**config.mk**
```make
export PLATFORM = sky130hd
export DESIGN_NAME = audio_sample_injector
export DESIGN_NICKNAME = d
export VERILOG_FILES = /design/src/rtl/audio_sample_injector.sv
export SDC_FILE = /design/constraint.sdc
export NUM_CORES = 1
export LEC_CHECK = 0
export CAP_MARGIN = 5
export CORE_MARGIN = 2
export CORE_UTILIZATION = 52
export DETAILED_ROUTE_END_ITERATION = 8
export GPL_TIMING_DRIVEN = 0
export PLACE_DENSITY = 0.85
export REMOVE_ABC_BUFFERS = 1
export SYNTH_ARGS = -nofsm -noshare
export SYNTH_HDL_FRONTEND = slang
export SYNTH_SLANG_ARGS = --single-unit
```
**constraint.sdc**
```tcl
create_clock -name clk -period 4.3 [get_ports clk]
set_input_delay 0.86 -clock clk [delete_from_list [all_inputs] [get_ports clk]]
set_output_delay 0.86 -clock clk [all_outputs]
set_load 0.1 [all_outputs]
```
**src/rtl/audio_sample_injector.sv**
```systemverilog
// -----------------------------------------------------------------------------
// audio_sample_injector
//
// Feeds audio samples into the effect engine's shared local RAM mailbox.
// Each accepted sample is written to the INPUT word, READY_TO_GET is set to 1,
// and READ_FINISH is polled until the consumer marks it non-zero.
//
// On success, READ_FINISH and READY_TO_GET are cleared and sample_count is
// incremented. If the poll budget runs out, timeout_flag is set and only
// READY_TO_GET is cleared.
//
// Every RAM access is a three-cycle SETUP / EDGE / HOLD sequence. There is
// exactly one loc_ramclk high cycle per access, and the address and write
// data stay stable for all three cycles.
//
// Ports
//   clk            in   system clock
//   reset          in   synchronous, active-low reset
//   sample_in      in   32-bit audio sample
//   sample_valid   in   sample_in valid
//   sample_ready   out  ready for a sample (IDLE and out of reset)
//   loc_readdata   in   RAM read data
//   loc_writedata  out  RAM write data
//   loc_ramaddress out  RAM word address
//   loc_ramclk     out  RAM clock strobe (RAM samples on its rising edge)
//   loc_ramread    out  RAM read enable
//   loc_ramwrite   out  RAM write enable
//   busy           out  high whenever not IDLE
//   timeout_flag   out  sticky poll-timeout indicator
//   sample_count   out  samples acknowledged by the consumer (wraps)
// -----------------------------------------------------------------------------
module audio_sample_injector #(
  parameter logic [4:0]  ADDR_INPUT        = 5'd3,
  parameter logic [4:0]  ADDR_READ_FINISH  = 5'd4,
  parameter logic [4:0]  ADDR_READY_TO_GET = 5'd6,
  parameter int unsigned POLL_GAP          = 8,
  parameter int unsigned TIMEOUT_POLLS     = 64
) (
  input  logic        clk,
  input  logic        reset,
  input  logic [31:0] sample_in,
  input  logic        sample_valid,
  output logic        sample_ready,
  input  logic [31:0] loc_readdata,
  output logic [31:0] loc_writedata,
  output logic [4:0]  loc_ramaddress,
  output logic        loc_ramclk,
  output logic        loc_ramread,
  output logic        loc_ramwrite,
  output logic        busy,
  output logic        timeout_flag,
  output logic [15:0] sample_count
);

  typedef enum logic [2:0] {
    S_IDLE     = 3'd0,
    S_WR_INPUT = 3'd1,
    S_WR_RDY   = 3'd2,
    S_POLL     = 3'd3,
    S_CHECK    = 3'd4,
    S_WAIT     = 3'd5,
    S_CLR_FIN  = 3'd6,
    S_CLR_RDY  = 3'd7
  } state_t;

  localparam logic [7:0] GAP_LAST = 8'(POLL_GAP - 1);
  localparam logic [8:0] TO_LIMIT = 9'(TIMEOUT_POLLS);

  state_t      r_state;
  logic [1:0]  r_phase;     // 0 = SETUP, 1 = EDGE, 2 = HOLD
  logic [31:0] r_rdata;
  logic [7:0]  r_poll_cnt;
  logic [7:0]  r_gap_cnt;
  logic [4:0]  r_addr;
  logic [31:0] r_wdata;
  logic        r_ramclk;
  logic        r_ramread;
  logic        r_ramwrite;
  logic        r_busy;
  logic        r_timeout;
  logic [15:0] r_count;

  logic        w_accept;
  logic [8:0]  w_poll_next;
  logic        w_finished;

  // Ready is the only combinational output, so it drops in the same cycle
  // that reset is asserted.
  assign sample_ready = (r_state == S_IDLE) & reset;
  assign w_accept     = sample_valid & sample_ready;
  assign w_poll_next  = {1'b0, r_poll_cnt} + 9'd1;
  assign w_finished   = (r_rdata != 32'd0);

  // Sequencer: each transition into an access state also loads that access's
  // SETUP outputs, so the strobe lands in the second cycle of every access.
  always_ff @(posedge clk) begin
    if (!reset) begin
      r_state    <= S_IDLE;
      r_phase    <= 2'd0;
      r_rdata    <= 32'd0;
      r_poll_cnt <= 8'd0;
      r_gap_cnt  <= 8'd0;
      r_addr     <= 5'd0;
      r_wdata    <= 32'd0;
      r_ramclk   <= 1'b0;
      r_ramread  <= 1'b0;
      r_ramwrite <= 1'b0;
      r_busy     <= 1'b0;
      r_timeout  <= 1'b0;
      r_count    <= 16'd0;
    end else begin
      case (r_state)
        S_IDLE: begin
          if (w_accept) begin
            r_state    <= S_WR_INPUT;
            r_phase    <= 2'd0;
            r_busy     <= 1'b1;
            r_addr     <= ADDR_INPUT;
            r_wdata    <= sample_in;
            r_ramwrite <= 1'b1;
          end
        end

        S_WR_INPUT, S_WR_RDY, S_POLL, S_CLR_FIN, S_CLR_RDY: begin
          case (r_phase)
            2'd0: begin
              r_ramclk <= 1'b1;
              r_phase  <= 2'd1;
            end
            2'd1: begin
              r_ramclk   <= 1'b0;
              r_ramwrite <= 1'b0;
              r_ramread  <= 1'b0;
              r_phase    <= 2'd2;
            end
            default: begin
              // End of HOLD: finish this access and set up the next one.
              r_phase <= 2'd0;
              case (r_state)
                S_WR_INPUT: begin
                  r_state    <= S_WR_RDY;
                  r_addr     <= ADDR_READY_TO_GET;
                  r_wdata    <= 32'd1;
                  r_ramwrite <= 1'b1;
                end
                S_WR_RDY: begin
                  r_state   <= S_POLL;
                  r_addr    <= ADDR_READ_FINISH;
                  r_wdata   <= 32'd0;
                  r_ramread <= 1'b1;
                end
                S_POLL: begin
                  r_rdata <= loc_readdata;
                  r_state <= S_CHECK;
                end
                S_CLR_FIN: begin
                  r_count    <= r_count + 16'd1;
                  r_state    <= S_CLR_RDY;
                  r_addr     <= ADDR_READY_TO_GET;
                  r_wdata    <= 32'd0;
                  r_ramwrite <= 1'b1;
                end
                default: begin
                  r_poll_cnt <= 8'd0;
                  r_state    <= S_IDLE;
                  r_busy     <= 1'b0;
                end
              endcase
            end
          endcase
        end

        S_CHECK: begin
          if (w_finished) begin
            r_state    <= S_CLR_FIN;
            r_addr     <= ADDR_READ_FINISH;
            r_wdata    <= 32'd0;
            r_ramwrite <= 1'b1;
          end else if (w_poll_next < TO_LIMIT) begin
            r_poll_cnt <= w_poll_next[7:0];
            r_gap_cnt  <= 8'd0;
            r_state    <= S_WAIT;
          end else begin
            // Give up on this sample; READ_FINISH is left untouched.
            r_timeout  <= 1'b1;
            r_state    <= S_CLR_RDY;
            r_addr     <= ADDR_READY_TO_GET;
            r_wdata    <= 32'd0;
            r_ramwrite <= 1'b1;
          end
        end

        S_WAIT: begin
          if (r_gap_cnt == GAP_LAST) begin
            r_gap_cnt <= 8'd0;
            r_state   <= S_POLL;
            r_addr    <= ADDR_READ_FINISH;
            r_wdata   <= 32'd0;
            r_ramread <= 1'b1;
          end else begin
            r_gap_cnt <= r_gap_cnt + 8'd1;
          end
        end

        default: begin
          r_state <= S_IDLE;
        end
      endcase
    end
  end

  assign loc_writedata  = r_wdata;
  assign loc_ramaddress = r_addr;
  assign loc_ramclk     = r_ramclk;
  assign loc_ramread    = r_ramread;
  assign loc_ramwrite   = r_ramwrite;
  assign busy           = r_busy;
  assign timeout_flag   = r_timeout;
  assign sample_count   = r_count;

endmodule

```
== Word level (Yosys, flattened, before mapping) ==
Index checks and enable logic that the tools add are counted.

* Bitwise logic cells: 5
* $add $sub $neg: 3
* Order comparisons: 1
* Eq/ne operators: 21
* Muxes and demuxes: 47
* Reduce and logical (&&, ||, !) cells: 27

{| class="wikitable"
|+ Operators by type and width
! cell !! number
|-
| $mux W32 || 5
|-
| $pmux W32 S4 || 1
|-
| $pmux W32 S2 || 1
|-
| $mux W8 || 7
|-
| $pmux W8 S2 || 2
|-
| $reduce_bool A32 Y1 || 1
|-
| $mux W5 || 5
|-
| $pmux W3 S4 || 2
|-
| $pmux W5 S4 || 1
|-
| $reduce_and A5 Y1 || 4
|-
| $add A16 B1 Y16 const B || 1
|-
| $ne A3 B3 Y1 const B || 5
|-
| $reduce_and A3 Y1 || 5
|-
| $ne A2 B2 Y1 const B || 7
|-
| $eq A3 B3 Y1 const B || 4
|-
| $pmux W1 S2 || 5
|-
| $pmux W5 S2 || 1
|-
| $reduce_bool A2 Y1 || 5
|-
| $add A8 B1 Y9 const B || 1
|-
| $lt A9 B7 Y1 const B || 1
|-
| $mux W3 || 3
|-
| $add A8 B1 Y8 const B || 1
|-
| $eq A8 B3 Y1 const B || 1
|-
| $mux W1 || 8
|-
| 16 further kinds || 27
|}

* Output and inout port bits: 59
* Flip-flop bits (word level): 111

== Depth between registers and ports, before layout ==
Gate-level depths: netlist of run 1.

* Depth after elaboration: 5
* Mapped depth: 8
* Gate-level depth less buffers: 6

== Worst setup path after synthesis of run 1 ==
OpenSTA, ideal clock, no wires.

* Kind: input to output
* Start point: in reset
* End point: out sample_ready
* Path buffers: 1
* Path slack: 1.298 ns
* Data arrival time: 2.142 ns
* Required time: 3.440 ns
* Stages: 3
* Path through: nand2_1 -> nor2_1 -> clkbuf_1

* Word-level cells in the longest chain between the ends: 1

{| class="wikitable"
|+ RTL lines
! what !! RTL line !! text
|-
| start, declared || 40 || <nowiki>input logic reset,</nowiki>
|-
| $and A1 B1 Y1 || 89 || <nowiki>assign sample_ready = (r_state == S_IDLE) & reset;</nowiki>
|-
| end, declared || 43 || <nowiki>output logic sample_ready,</nowiki>
|}

No other way between the ends.

== Worst setup path after layout of run 1 ==
Ends and elaborated chain as after synthesis.

==> results.txt, run 1 <==
The final count of hold timing violations is 0. The length of the first detailed-routing pass in iterations is 4. The number of design-rule violations left by the first detailed-router iteration is 193. The post-synthesis async set-or-reset flop share is 0%. The via count of the first global-routing pass came out at just over 4000. The part of the cycle the worst path needs came out at 90.21%. The number of hold buffers added after CTS was 0. The number of warnings issued by yosys is 0. Setup violations remaining at the end of the flow were counted as 0. The first global-routing pass estimated ~18 mm of wire.

In this run the standard cell core region covers approximately 8700 um2. The vias after detailed routing came out at around 4200. The final weighted congestion of routability-driven global placement came out at roughly 0.81. The flow ran to the end, and the final reports show no timing, DRC or antenna violations. The starting density of the core came out at 53.59%. The number of nets with antenna violations after routing came out at 0.

Of the cells placed in the final design, the portion with a size suffix greater than 1 is under 10%. The clock transition at the register clock pins on the worst setup and hold paths after CTS is about 0.09 ns. The antenna diode count is 0. The path type of the worst min-delay path is reg2reg. The die outline width is 98.57 um. In this run the count of I/O pins placed on the die edge is between 100 and 150.

The worst path required time is between 3 and 4 ns. Buffers inserted during clock tree synthesis total 9. The dominant cell type by area after synthesis is sky130_fd_sc_hd__dfxtp_1. The most frequent standard cell in the layout excluding fill and tap cells is sky130_fd_sc_hd__nand2_1. The final wirelength is 10.86 mm.

For the final routed database, the setup TNS stands at 0 ns. Together, buffers and inverters on the worst path number 3. The leakage power came out at 2.304 nW. The initialized floorplan defines 34 standard-cell rows. Leaving out fill and tap cells, the most frequent cells in the layout are 159 x sky130_fd_sc_hd__nand2_1, 121 x sky130_fd_sc_hd__clkdlybuf4s50_1, 109 x sky130_fd_sc_hd__dfxtp_1. The count of input and output buffers came out at between 100 and 150.

The overall power of the completed layout came out at 4.010 mW. The family of cells with the greatest summed delay on the critical path is buffers and inverters. The area overhead of the layout relative to synthesis is 30.80%.

Between clock sinks in the finished design, the worst skew comes to about 0.013 ns. The largest fanout on the critical path came out at 50. The overall overflow remaining after global route came out at 0. The number of enable flip-flop cells after synthesis came out at 0.

The number of DRC violations after detailed routing is 0. The net count of the finished layout is 734. The setup path with the least slack is of type in2out. Walking the worst path, the cells encountered are buf_2 -> nand2_1 -> nor2_2 -> buf_8 -> clkbuf_2.

The data arrival time of the critical path is ~3.0 ns. Entering global routing, the biggest net connects 60 pins. The sink count of the clock tree came out at between 100 and 150. The max-slew violation count is 0. The cell sitting at the root of the clock tree is a sky130_fd_sc_hd__clkbuf_8. The average vias per placed instance is ~5.4. The worst slew slack as a fraction of its limit is approximately a quarter.

The transition time at the pin with the least slew margin came out at around 1.1 ns. The maximum cell stage delay along the critical path came out at 0.66 ns. Sorting the synthesized cells by area gives the leading types as sky130_fd_sc_hd__dfxtp_1 47%, sky130_fd_sc_hd__nand2_1 13%, sky130_fd_sc_hd__mux2i_1 7.1%, sky130_fd_sc_hd__a21oi_1 5.4%, sky130_fd_sc_hd__nor2_1 3.2%. The post-place instance area is roughly 5900 um2. The worst setup path is launched from an input pin. In this run, synthesis produced a sequential element count of 109. The smallest clock period supported by the final layout is computed as ~3.9 ns. In this run the vertical extent of the chip is approximately 100 um. The later-pin clock latency in the skew report is 0.37 ns. The H-tree level count came out at 3. The average routed wire per standard cell is 13.97 um. The most used flip-flop cell after synthesis is sky130_fd_sc_hd__dfxtp_1. The initial antenna violation count was 0. No sink is reached through more buffers than the 2 on the longest clock path. The maximum resistive drop on vdd came out at ~0.00065 V. The proportion of netlist area held by the largest area contributor is between 40 and 50%. TritonCTS built the clock tree. Setup repair after global routing left no endpoint under its margin. The synthesized area divided by synthesized cell count is 8.290 um2. The max-capacitance violation count is 0. In this run, distinct cell masters in the synthesized netlist total 56. The global router's overall resource usage is approximately 22%. Once detailed placement completed, the half-perimeter wirelength came to 7.624 mm.

The die footprint is 9716 um2. The sequential share of the synthesized area is between 40% and 50%. The cell area that synthesis handed to floorplanning was around 4700 um2.

In this run the power density over the cells is 659.2 nW/um2. The slowest stage cell on the critical path is sky130_fd_sc_hd__buf_2. The finished cells cover between 6000 and 7000 um2. The synthesized instance count is roughly 560. The timing-limited maximum frequency came out at roughly 0.26 GHz.

The capturing element type of the critical path is an output pin.
Yosys cell counts, drive strengths merged (3+ instances only):
| cell type | n |
|---|---|
| nand2 | 159 |
| dfxtp | 109 |
| a21oi | 50 |
| nor2 | 40 |
| mux2i | 33 |
| clkbuf | 29 |
| o21ai | 13 |
| nor4 | 11 |
| nand4 | 9 |
| and3 | 8 |
| xor2 | 8 |
| buf | 7 |
| nand3 | 7 |
| nor2b | 6 |
| xnor2 | 5 |
| a31o | 4 |
| a31oi | 4 |
| inv | 4 |
| nand2b | 4 |
| nor3 | 4 |
| or2 | 4 |
| or3 | 4 |
| ha | 3 |
flip-flops by register name, indices dropped and copies added, names as in the netlist, 2 cells and up:
register / count
r_state: 3
loc_writedata: 32
sample_count: 16
r_rdata: 32
r_poll_cnt: 8
loc_ramaddress: 3
r_gap_cnt: 8
r_phase: 2
layer usage:
layer	up-vias	wire length, um	GRT usage, %	share of wire [%]
met5	-	0	0	0
met4	0	125	6.006	1.2
met3	10	1026	7.943	9.4
met2	150	5023	37.78	46
met1	1908	4682	27.11	43
li1	2107	-	-	-
cells by family (layout without fill, tap and decap cells):
| kind of cell | count (synthesis) | after routing | share of synthesized area [%] |
|---|---|---|---|
| AO/OA/AOI/OAI | 94 | 94 | 12.56 |
| XOR/XNOR | 13 | 13 | 2.448 |
| adder cells (fa/ha/maj) | 3 | 3 | 0.8072 |
| buffers and inverters | 41 | 148 | 4.708 |
| flip-flops | 109 | 109 | 46.92 |
| multiplexers | 33 | 33 | 7.103 |
| other | 1 | 2 | 0.08063 |
| AND/OR/NAND/NOR | 267 | 267 | 25.37 |
metrics by stage:
step | worst slack, ns | utilization, % | hold WS, ns | std cells
detailed placement | -0.2619 | 67.88 | 0.4492 | 761
global placement | -2.162 | 67.07 | 0.4422 | 757
finish | 0.4210 | 70.10 | 0.4582 | 777
CTS | 0.02680 | 70.14 | 0.4618 | 777
floorplan | 0.3620 | - | 0.4227 | 526
global route | 0.2233 | 70.10 | 0.4829 | 777
worst register-to-register path: stages (launching register included):
cell and delay (ns):
sky130_fd_sc_hd__dfxtp_1 0.39, sky130_fd_sc_hd__ha_1 0.20, sky130_fd_sc_hd__nand3_1 0.15, sky130_fd_sc_hd__or4_4 0.61
sky130_fd_sc_hd__a2111oi_4 0.80, sky130_fd_sc_hd__or2_2 0.30, sky130_fd_sc_hd__buf_12 0.24, sky130_fd_sc_hd__mux2i_1 0.24
power by group:
part	internal [mW]	switching, mW	total [mW]	leakage, nW
Sequential	1.17	0.124	1.30	0.884
Clock	0.273	0.350	0.622	0.100
Combinational	0.572	1.52	2.09	1.32
layout make-up:
class                   instances  area, um2
multi-input cells             412       2258
clock inverters                 7      73.82
inverters                       5      18.77
well taps                     108      135.1
clock buffers                   9      123.9
fillers                       663       2595
flip-flops and latches        109       2182
repair buffers                127       1291
final timing paths:
check | to | slack (ns) | from | cells past startpoint
worst max-delay path | sample_ready | 0.42 | reset | 5
worst min register to register | r_rdata[14] | 0.46 | r_rdata[14] | 2
worst min-delay path | r_rdata[14] | 0.46 | r_rdata[14] | 2
worst max register to register | loc_writedata[9] | 1.31 | r_poll_cnt[0] | 7
repair_timing:
action | CTS | global route
gates cloned | 0 | 0
gates resized for setup | 1 | 2
setup endpoints to repair | 1 | 1
buffers inserted | 0 | 0
pin swaps | 0 | 0
Note: power is estimated with default switching activity, not from simulation.
==> run 2, diff against run 1 <==
Settings changed: HOLD_SLACK_MARGIN from default to 0.03, SLEW_MARGIN from default to 0.
==> results of run 2 <==
Same layout as run 1: the final DEF is identical, and so are final timing and power.
==> run 3, diff against run 2 <==
Settings changed: HOLD_SLACK_MARGIN 0.03 to 0.1.
==> results of run 3 <==
Same layout as run 1: the final DEF is identical, and so are final timing and power.
